==> config.mk <==
export PLATFORM = sky130hd
export DESIGN_NAME = pc_seq_ctrl
export DESIGN_NICKNAME = d
export VERILOG_FILES = /design/src/rtl/pc_seq_ctrl.sv
export SDC_FILE = /design/constraint.sdc
export NUM_CORES = 1
export LEC_CHECK = 0
export ABC_AREA = 1
export BUFFER_PORTS_ARGS = -buffer_cell sky130_fd_sc_hd__clkbuf_2
export CORE_MARGIN = 8
export CORE_UTILIZATION = 40
export CTS_BUF_LIST = sky130_fd_sc_hd__clkbuf_4 sky130_fd_sc_hd__clkbuf_8 sky130_fd_sc_hd__clkbuf_16
export CTS_CLUSTER_DIAMETER = 150
export DETAILED_ROUTE_END_ITERATION = 8
export MAX_ROUTING_LAYER = met4
export PLACE_DENSITY = 0.74
export SYNTH_ARGS = -nofsm -noshare
export SYNTH_HDL_FRONTEND = slang
export SYNTH_SLANG_ARGS = --single-unit
==> constraint.sdc <==
create_clock -name clk -period 1.7 [get_ports clk]
set_input_delay 0.17 -clock clk [delete_from_list [all_inputs] [get_ports clk]]
set_output_delay 0.17 -clock clk [all_outputs]
set_load 0.1 [all_outputs]
==> src/rtl/pc_seq_ctrl.sv <==
// pc_seq_ctrl: next-PC selection and fetch stall control.
// RUN advances sequentially or redirects (jump > branch), LOAD_WAIT holds the
// PC until memory answers or a bounded wait expires, REDIRECT squashes the
// instruction in decode. Define PC_SEQ_TRAP_EN to trap misaligned redirect
// targets to TRAP_VEC; left undefined, targets are used as given.
module pc_seq_ctrl #(
    parameter logic [31:0] RESET_PC = 32'h0001_0000,
    parameter int          MAX_WAIT = 8,
    parameter logic [31:0] TRAP_VEC = 32'h0000_0100
) (
    input  logic        clk,
    input  logic        rst,
    input  logic [31:0] pc_cur,
    input  logic        is_load,
    input  logic        mem_ready,
    input  logic        jump,
    input  logic [31:0] jump_target,
    input  logic        branch_taken,
    input  logic [31:0] branch_target,
    output logic [31:0] pc_next,
    output logic        pc_we,
    output logic        stall,
    output logic        flush,
    output logic        mem_err,
    output logic        trap
);

    typedef enum logic [1:0] {
        RUN       = 2'd0,
        LOAD_WAIT = 2'd1,
        REDIRECT  = 2'd2
    } state_t;

    // Count value on which a load that is still pending gets forced forward.
    localparam logic [7:0] CNT_LAST = 8'(MAX_WAIT - 1);

    state_t      state_q, state_d;
    logic [7:0]  cnt_q, cnt_d;
    logic        flush_q, flush_d;
    logic        mem_err_q, mem_err_d;
    logic [31:0] pc_plus4;
    logic [31:0] redirect_tgt;
`ifdef PC_SEQ_TRAP_EN
    logic        trap_q, trap_d;
`endif

    // Modulo-2^32 sequential address: 32'hFFFF_FFFC wraps to 0.
    assign pc_plus4 = pc_cur + 32'd4;

    // Next-state, wait counter, registered-pulse inputs and the combinational PC controls.
    always_comb begin
        // NOTE: every output of this block gets a default first, so no path
        // can leave one unassigned and infer a latch.
        state_d      = state_q;
        cnt_d        = cnt_q;
        flush_d      = 1'b0;
        mem_err_d    = 1'b0;
`ifdef PC_SEQ_TRAP_EN
        trap_d       = 1'b0;
`endif
        redirect_tgt = jump ? jump_target : branch_target;
        pc_next      = pc_plus4;
        pc_we        = 1'b0;
        stall        = 1'b0;

        unique case (state_q)
            RUN: begin
                if (jump || branch_taken) begin
                    pc_we   = 1'b1;
                    flush_d = 1'b1;
                    state_d = REDIRECT;
`ifdef PC_SEQ_TRAP_EN
                    if (redirect_tgt[1:0] != 2'b00) begin
                        pc_next = TRAP_VEC;
                        trap_d  = 1'b1;
                    end else begin
                        pc_next = redirect_tgt;
                    end
`else
                    pc_next = redirect_tgt;
`endif
                end else if (is_load) begin
                    stall   = 1'b1;
                    cnt_d   = 8'd0;
                    state_d = LOAD_WAIT;
                end else begin
                    pc_we = 1'b1;
                end
            end
            LOAD_WAIT: begin
                // jump/branch/is_load belong to the stalled instruction and are ignored here.
                if (mem_ready) begin
                    pc_we   = 1'b1;
                    cnt_d   = 8'd0;
                    state_d = RUN;
                end else if (cnt_q == CNT_LAST) begin
                    pc_we     = 1'b1;
                    mem_err_d = 1'b1;
                    cnt_d     = 8'd0;
                    state_d   = RUN;
                end else begin
                    stall = 1'b1;
                    cnt_d = cnt_q + 8'd1;
                end
            end
            REDIRECT: begin
                // The decode-stage instruction is squashed, so its flags are ignored.
                pc_we   = 1'b1;
                state_d = RUN;
            end
            default: begin
                state_d = RUN;
            end
        endcase

        if (rst) begin
            pc_next = RESET_PC;
            pc_we   = 1'b0;
            stall   = 1'b0;
        end
    end

    // State register with synchronous active-high reset.
    always_ff @(posedge clk) begin
        // NOTE: sequential state uses non-blocking assignments so every flop
        // samples the pre-edge values computed above.
        if (rst) begin
            state_q   <= RUN;
            cnt_q     <= 8'd0;
            flush_q   <= 1'b0;
            mem_err_q <= 1'b0;
        end else begin
            state_q   <= state_d;
            cnt_q     <= cnt_d;
            flush_q   <= flush_d;
            mem_err_q <= mem_err_d;
        end
    end

`ifdef PC_SEQ_TRAP_EN
    // Trap pulse register, present only when misaligned trapping is built in.
    always_ff @(posedge clk) begin
        if (rst) trap_q <= 1'b0;
        else     trap_q <= trap_d;
    end
    assign trap = trap_q;
`else
    assign trap = 1'b0;
`endif

    assign flush   = flush_q;
    assign mem_err = mem_err_q;

endmodule

* Word level (Yosys, flattened, before mapping)
Index checks and enable logic that the tools add are counted.
** Word-level totals
- Bits of input ports :: 102
- Register bits after elaboration :: 12
- Word-level logic and storage cells :: 49
- Output and inout bits :: 37
** Cells by class
- Bitwise operators :: 2
- Multiplexer cells :: 27
- Eq/ne operators :: 7
- Add/sub/neg operators :: 2
- Reduce and logical (&&, ||, !) cells :: 7
** Operators with widths (number)
- 32-bit 2-to-1 mux :: 4
- 32-bit by 3-bit adder with 32-bit output (second input constant) :: 1
- 8-bit 2-to-1 mux :: 4
- 8-bit one-hot mux with 2 select lines :: 1
- 1-bit 2-to-1 mux :: 11
- 8-bit by 1-bit adder with 8-bit output (second input constant) :: 1
- 8-bit by 3-bit equality test with 1-bit output (second input constant) :: 1
- 2-bit 2-to-1 mux :: 4
- 3-bit != test (second input constant) :: 2
- 2-bit != test (second input constant) :: 2
- 2-bit one-hot mux with 2 select lines :: 1
- 1-bit one-hot mux with 3 select lines :: 1
- 3-bit AND reduction :: 1
- 3-bit OR reduction :: 1
- 2-bit by 1-bit equality test with 1-bit output (second input constant) :: 1
- 2-bit equality test (second input constant) :: 1
- 2-bit logical NOT :: 1
- 1-bit NOT :: 2
- 1-bit one-hot mux with 2 select lines :: 1
- 2-bit AND reduction :: 1
- 2-bit nonzero test :: 1
- 2-bit OR reduction :: 1
- 1-bit logical OR :: 1

* Logic depth before layout (Yosys ltp)
Gate-level depths: netlist of run 1.
- Word-level depth :: 5
- Gate-level depth with buffers :: 10
- Mapped depth without buffers :: 10

* Worst setup path after synthesis of run 1
Ideal clock, no wire load.
- Path type :: reg-to-output
- Start :: register state_q[0]
- End :: output port pc_next[4]
- Data required time :: 1.530 ns
- Cell stages (with the launch flop) :: 7
- Path slack :: -1.638 ns
- Data arrival time :: 3.168 ns
- Buffers on the path :: 0
- Cell sequence :: dfxtp_1 > nor2_4 > inv_1 > nor2_8 > nor2_4 > inv_1 > o32ai_1
** Between the ends
- Longest elaborated chain between the ends :: 3
** RTL lines
- start: declaration :: RTL line 37 : state_t state_q, state_d;
- start signal: assignment :: RTL line 133 : state_q <= state_d;
- 2-bit logical NOT :: RTL line 66 : unique case (state_q)
- 32-bit 2-to-1 mux :: RTL line 66
- 32-bit 2-to-1 mux :: RTL line 116 : if (rst) begin
- end: declaration :: RTL line 20 : output logic [31:0] pc_next,
Every way passes these cells.

* Final worst setup path of run 1
- Start :: register state_q[0]
- End :: output port pc_next[6]
Same word-level chain as after synthesis.

==> flow_summary.json, run 1 <==
{
  "synth_cell_types": 40,
  "setup_viol": 30,
  "mostFrequentLayoutCells": "clkbuf_2, nand2_1, buf_4",
  "cts_made_buffers": 3,
  "die_area_mm2": 0.00834,
  "power_density_mw_per_mm2": 525,
  "mostFrequentLayoutCell": "clkbuf_2",
  "min-delay-start": "mem_ready",
  "via_per_inst": 5.61,
  "max_cap_viol_count": 0,
  "routed_wl_um": 13200,
  "startpoint_type": "flip-flop",
  "cts_num_sinks": 12,
  "syn-cell-area_mm2": 0.00227,
  "port_buffers": 137,
  "avgSynthCellArea_um2": 5.41,
  "status": "finished with violations",
  "synth-xor-area-share_pct": 1.54,
  "power.leakage_nw": 2.18,
  "grt_max_degree": 21,
  "finalCriticalPeriod_ns": 1.95,
  "ant_nets": 0,
  "crit_arrival_ns": 1.78,
  "required_ns": 1.53,
  "violations": "negative setup slack",
  "min_period_over_period_pct": 115,
  "reg2regPathDepth": 9,
  "drt-wirelength-per-cell_um": 19.3,
  "drt_first_pass_iters": 5,
  "holdPathStages": 2,
  "cts_hold_buf": 0,
  "final_cells": 683,
  "synth_seq_cells": 12,
  "io_pins": 139,
  "worstHoldEndpoint": "mem_err$_SDFF_PP0_",
  "dp.cells": 654,
  "drc_errors": 0,
  "placed_area_mm2": 0.00419,
  "core_mm2": 0.00551,
  "netlist_instances": 419,
  "maxSlewHeadroom_pct": 63.9,
  "dp_hpwl_um": 8720,
  "worst_slew_pin_slew_ns": 0.544,
  "yosys.area.top_type_share_pct": 19.5,
  "antenna_found_initial": 0,
  "yosysTopAreaCell": "nand2_1",
  "cp_max_fo": 5,
  "nets": 716,
  "endpoint_kind": "primary output",
  "finalMaxSlewViolations": 0,
  "die_h_um": 91.3,
  "holdWs_ns": 0.118,
  "worstReg2RegStart": "cnt_q[1]$_SDFFE_PP0P_",
  "grt_usage_pct": 27.3,
  "num_vias": 3833,
  "yosys-top-cells-area": "nand2_1, dfxtp_1, nor2_1",
  "initial_core_util_pct": 41.2,
  "synthSimpleGateAreaFrac_pct": 54.6,
  "rsz0062_at_grt": "true",
  "grt_overflow": 0,
  "final_area_mm2": 0.00495,
  "hold_viol": 0,
  "synthAdderAreaFrac_pct": 1.10,
  "layout-drive-gt1-share_pct": 58.9,
  "antennaDiodeCount": 0,
  "place.gp.congestion": 0.888,
  "tns_ns": -3.77,
  "fin_util_pct": 89.9,
  "ir_drop_mv": 0.430,
  "r2r_setup_slack_ns": 0.14,
  "drt_iter0_markers": 222,
  "synth.area.mux_share_pct": 3.97,
  "synth_compound_area_share_pct": 17.4,
  "worstSkewPairLatency_ns": 0.25,
  "r2r_end": "cnt_q[6]$_SDFFE_PP0P_",
  "synth_top_family_by_area": "simple AND/OR/NAND/NOR gates",
  "cts_tree": "built",
  "cts_root_buf": "clkbuf_8",
  "synth_nets": 523,
  "row_count": 27,
  "hold_path.class": "in2reg",
  "grt_first_pass_wirelength_um": 18500,
  "fill_cells": 254,
  "cts_max_level": 1,
  "critical_path_class": "reg2out",
  "path_clk_slew_ns": 0.06,
  "yosysWarnings": 0,
  "cts_buffer_depth": 2,
  "syn_to_final_growth_pct": 118,
  "grt_pass1_vias": 3913,
  "max_freq_ghz": 0.513,
  "dieWidth_um": 91.3,
  "ys_seq_area_share_pct": 10.6,
  "clock_skew_ns": 0.00394,
  "worst_slack_ns": -0.248
}
==> per-stage QoR <==
stage | power, mW | setup slack (ns)
3_5_place_dp | 2.03 | -0.116
3_3_place_gp | 2.01 | -0.0388
5_1_grt | 2.68 | -0.306
4_1_cts | 2.47 | -0.189
2_1_floorplan | 1.40 | -0.172
6_report | 2.60 | -0.248
==> worst max path at each step <==
stage                                  startpoint     endpoint  slack, ns  cells past startpoint
after global placement                  pc_cur[2]  pc_next[30]      -0.04                     12
after detailed placement                pc_cur[2]  pc_next[30]      -0.12                     12
after global routing      state_q[0]$_SDFFE_PP0P_   pc_next[6]      -0.31                      9
after floorplan           state_q[0]$_SDFFE_PP0P_  pc_next[11]      -0.17                      5
final                     state_q[0]$_SDFFE_PP0P_   pc_next[6]      -0.25                      9
after CTS                 state_q[0]$_SDFFE_PP0P_   pc_next[4]      -0.19                      8
==> state kept, by name (all words and copies together) (netlist names) <==
register	cells
state_q	2
flush	1
mem_err	1
cnt_q	8
==> worst max-delay path: stages, from the launching register on <==
cell	delay, ns
dfxtp_2	0.34
nor2_4	0.14
inv_4	0.06
nor2_8	0.10
buf_6	0.14
nor2_4	0.07
buf_4	0.15
o22ai_4	0.18
clkinvlp_4	0.16
buf_12	0.18
==> report_power, final <==
group / switching, mW / leakage [nW] / internal (mW)
sequential: 0.00401 / 0.0993 / 0.286
clock: 0.126 / 0.0288 / 0.206
combinational: 1.24 / 2.05 / 0.739
total: 1.37 / 2.18 / 1.23
==> routing by layer <==
layer	vias to the layer above	share of wire (%)	GRT usage (%)
li1	1751	-	-
met1	1730	38	29.9
met2	274	48	47.2
met3	78	8.0	5.27
met4	0	6.0	11.3
met5	-	0	-
==> timing repair <==
| action | 4_1_cts | 5_1_grt |
|---|---|---|
| pin swaps | 25 | 37 |
| setup buffers | 16 | 8 |
| cloned | 1 | 0 |
| resized for setup | 57 | 92 |
| endpoints found under the setup margin | 34 | 34 |
==> cells by family (layout without fill, tap and decap cells) <==
family,Yosys count,in the layout
other cells,1,1
xor+xnor,4,4
simple gates,265,266
buf+inv,58,249
compound gates,68,68
fa+ha+maj,2,2
mux,9,9
flops,12,12
==> synthesized netlist by cell type <==
library cell    n
or2_0           2
clkbuf_1        6
or2_2          15
clkinv_1        1
nand2_1       118
nor3_1          3
ha_1            2
o21ai_1         1
o22ai_1         4
o21bai_1        1
o21ai_0        15
buf_6           2
conb_1          1
xnor2_1         1
nor4_1          1
a21oi_1        29
buf_4           2
o21a_1          1
nor2_2          6
xor2_1          3
nand3b_1        1
and2_1          2
dfxtp_1        12
nor3_2          1
nand4_1         5
nor2_1         62
inv_1          42
o211ai_1       11
nor2_4          8
nand3_2         2
nor2_8          1
inv_2           4
a31oi_1         2
nand2_4         1
o32ai_1         4
nand3_1        31
nor3b_1         1
mux2i_1         9
buf_2           1
nand2_2         5
==> final cells by class <==
cell class	count	area, um2	area share [%]
multi-input combinational	350	2590	52.3
sequential	12	248	5.01
tap	72	90.1	1.82
inverter	47	195	3.94
timing repair buffer	198	1770	35.8
clock buffer	4	55.1	1.11
Power figures use the tool's default switching activity.
==> run 2: changes to the inputs <==
- SKIP_LAST_GASP: unset -> 1
- clock period: 1.7 -> 1.8 ns (I/O delays scaled with it)
==> run 2 against run 1 <==
Against the previous run:
- the flow still finishes with violations (negative setup slack)
- cell count decreased by 5.6%
- global-route usage decreased by 2.9 points
- flip-flop and latch count unchanged
- critical path type unchanged
==> flow_summary.json, run 2 (same netlist as run 1, synthesis figures left out) <==
{
  "status": "finished with violations",
  "violations": "negative setup slack",
  "worstSkewPairLatency_ns": 0.25,
  "antenna_found_initial": 0,
  "hold_path.class": "in2reg",
  "mostFrequentLayoutCell": "nand2_1",
  "grt_first_pass_wirelength_um": 16600,
  "routed_wl_um": 10700,
  "rsz0062_at_grt": "true",
  "worst_slack_ns": -0.0982,
  "p_clk_share_pct": 13.7,
  "path_clk_slew_ns": 0.06,
  "worst_slew_pin_slew_ns": 0.542,
  "finalCriticalPeriod_ns": 1.90,
  "core_mm2": 0.00551,
  "cts_made_buffers": 3,
  "grt_overflow": 0,
  "startpoint_type": "flip-flop",
  "place_ws_ns": 0.00886,
  "power_density_mw_per_mm2": 527,
  "grt_max_degree": 25,
  "power.internal_mw": 1.06,
  "max_freq_ghz": 0.527,
  "power.leakage_nw": 1.93,
  "die_area_mm2": 0.00834,
  "critPathMaxStageDelay_ns": 0.34,
  "combPwrFrac_pct": 74.2,
  "final_cells": 645,
  "io_pins": 139,
  "cp_max_fo": 15,
  "port_buffers": 137,
  "row_count": 27,
  "drt_first_pass_iters": 5,
  "nets": 678,
  "setup_viol": 23,
  "netSwitchingPower_mw": 1.19,
  "grt_pass1_vias": 3684,
  "min_period_over_period_pct": 105,
  "cts_max_level": 1,
  "initial_core_util_pct": 41.2,
  "syn_to_final_growth_pct": 88.3,
  "antennaDiodeCount": 0,
  "cts_tree": "built",
  "maxSlewHeadroom_pct": 64.0,
  "clock_skew_ns": 0.0100,
  "place.gp.congestion": 0.901,
  "p_sw_share_pct": 52.9,
  "largest_reg_flops": 8,
  "holdWs_ns": 0.153,
  "tns_ns": -1.09,
  "ir_drop_mv": 0.403,
  "hold_viol": 0,
  "fin_util_pct": 77.6,
  "drt-wirelength-per-cell_um": 16.6,
  "endpoint_kind": "primary output",
  "max_cap_viol_count": 0,
  "layout-drive-gt1-share_pct": 47.1,
  "critical_path_class": "reg2out",
  "finalMaxSlewViolations": 0,
  "drc_errors": 0,
  "crit_arrival_ns": 1.72,
  "dp.cells": 632,
  "fill_cells": 426,
  "top_register": "cnt_q",
  "die_h_um": 91.3,
  "via_per_inst": 5.36,
  "pwr-share-seq_pct": 12.2,
  "cts_num_sinks": 12,
  "largest_registers": "cnt_q: 8 flops, state_q: 2 flops",
  "ant_nets": 0,
  "mostFrequentLayoutCells": "nand2_1, clkbuf_2, nor2_1",
  "path_buf_inv": 3,
  "cpMaxStageDelayCell": "dfxtp_2",
  "dieWidth_um": 91.3,
  "num_vias": 3455,
  "drt_iter0_markers": 231,
  "cts_buffer_depth": 2,
  "dp_hpwl_um": 8470,
  "required_ns": 1.62,
  "cts_hold_buf": 0,
  "grt_usage_pct": 24.4,
  "crit_chain": "nor2_4 -> inv_4 -> nor2_8 -> buf_8 -> o211ai_1 -> a21oi_4 -> buf_12",
  "cts_root_buf": "clkbuf_8",
  "cp_top_family": "buffers and inverters"
}
## run 2: cell count changes in the layout (fill, tap and decap cells not counted), sizes merged
cell / delta
nor2: -1
buf: -42
inv: +1
clkinvlp: -1
clkbuf: +5
## run 2: power groups by stage
stage | combinational [mW] | clock, mW | sequential (mW)
after detailed placement | 1.60 | 0 | 0.282
after global placement | 1.58 | 0 | 0.281
final | 1.67 | 0.307 | 0.274
after CTS | 1.63 | 0.305 | 0.274
after global routing | 1.73 | 0.325 | 0.273
after floorplan | 1.00 | 0 | 0.295
## run 2: worst paths after layout
| check | startpoint | endpoint | slack, ns | cells past startpoint |
|---|---|---|---|---|
| max | state_q[1]$_SDFFE_PP0P_ | pc_next[17] | -0.1 | 7 |
| min | mem_ready | mem_err$_SDFF_PP0_ | 0.15 | 2 |
| min reg2reg | cnt_q[1]$_SDFFE_PP0P_ | cnt_q[1]$_SDFFE_PP0P_ | 0.52 | 2 |
| max reg2reg | cnt_q[0]$_SDFFE_PP0P_ | cnt_q[6]$_SDFFE_PP0P_ | 0.21 | 9 |
## run 2: stage by stage
step / cell area (um2) / power, mW
3_5_place_dp: 3980 / 1.88
4_1_cts: 4120 / 2.21
2_1_floorplan: 2630 / 1.30
3_3_place_gp: 3980 / 1.86
5_1_grt: 4270 / 2.33
6_report: 4270 / 2.25
## run 2: area by class of cell
cell class	count	area [um2]	share of cell area [%]
clock buffer	4	55.1	1.29
inverter	47	189	4.42
multi-input combinational	349	2270	53.3
sequential	12	250	5.86
tap	72	90.1	2.11
timing repair buffer	161	1410	33.0
## run 2: what timing repair did
| item | 4_1_cts | 5_1_grt |
|---|---|---|
| resized for setup | 17 | 32 |
| buffers inserted | 4 | 5 |
| hold endpoints to repair | 0 | 0 |
| setup endpoints to repair | 31 | 36 |
| pin swaps | 13 | 11 |
## run 2: per-layer routing
layer / vias to the layer above / part of all wire [%] / GRT usage [%] / wire length, um
met2: 186 / 50 / 44.6 / 5370
met5: - / 0 / - / 0
met3: 22 / 7.1 / 4.36 / 760
met4: 0 / 2.2 / 6.00 / 230
li1: 1677 / - / - / -
met1: 1570 / 40 / 26.6 / 4320
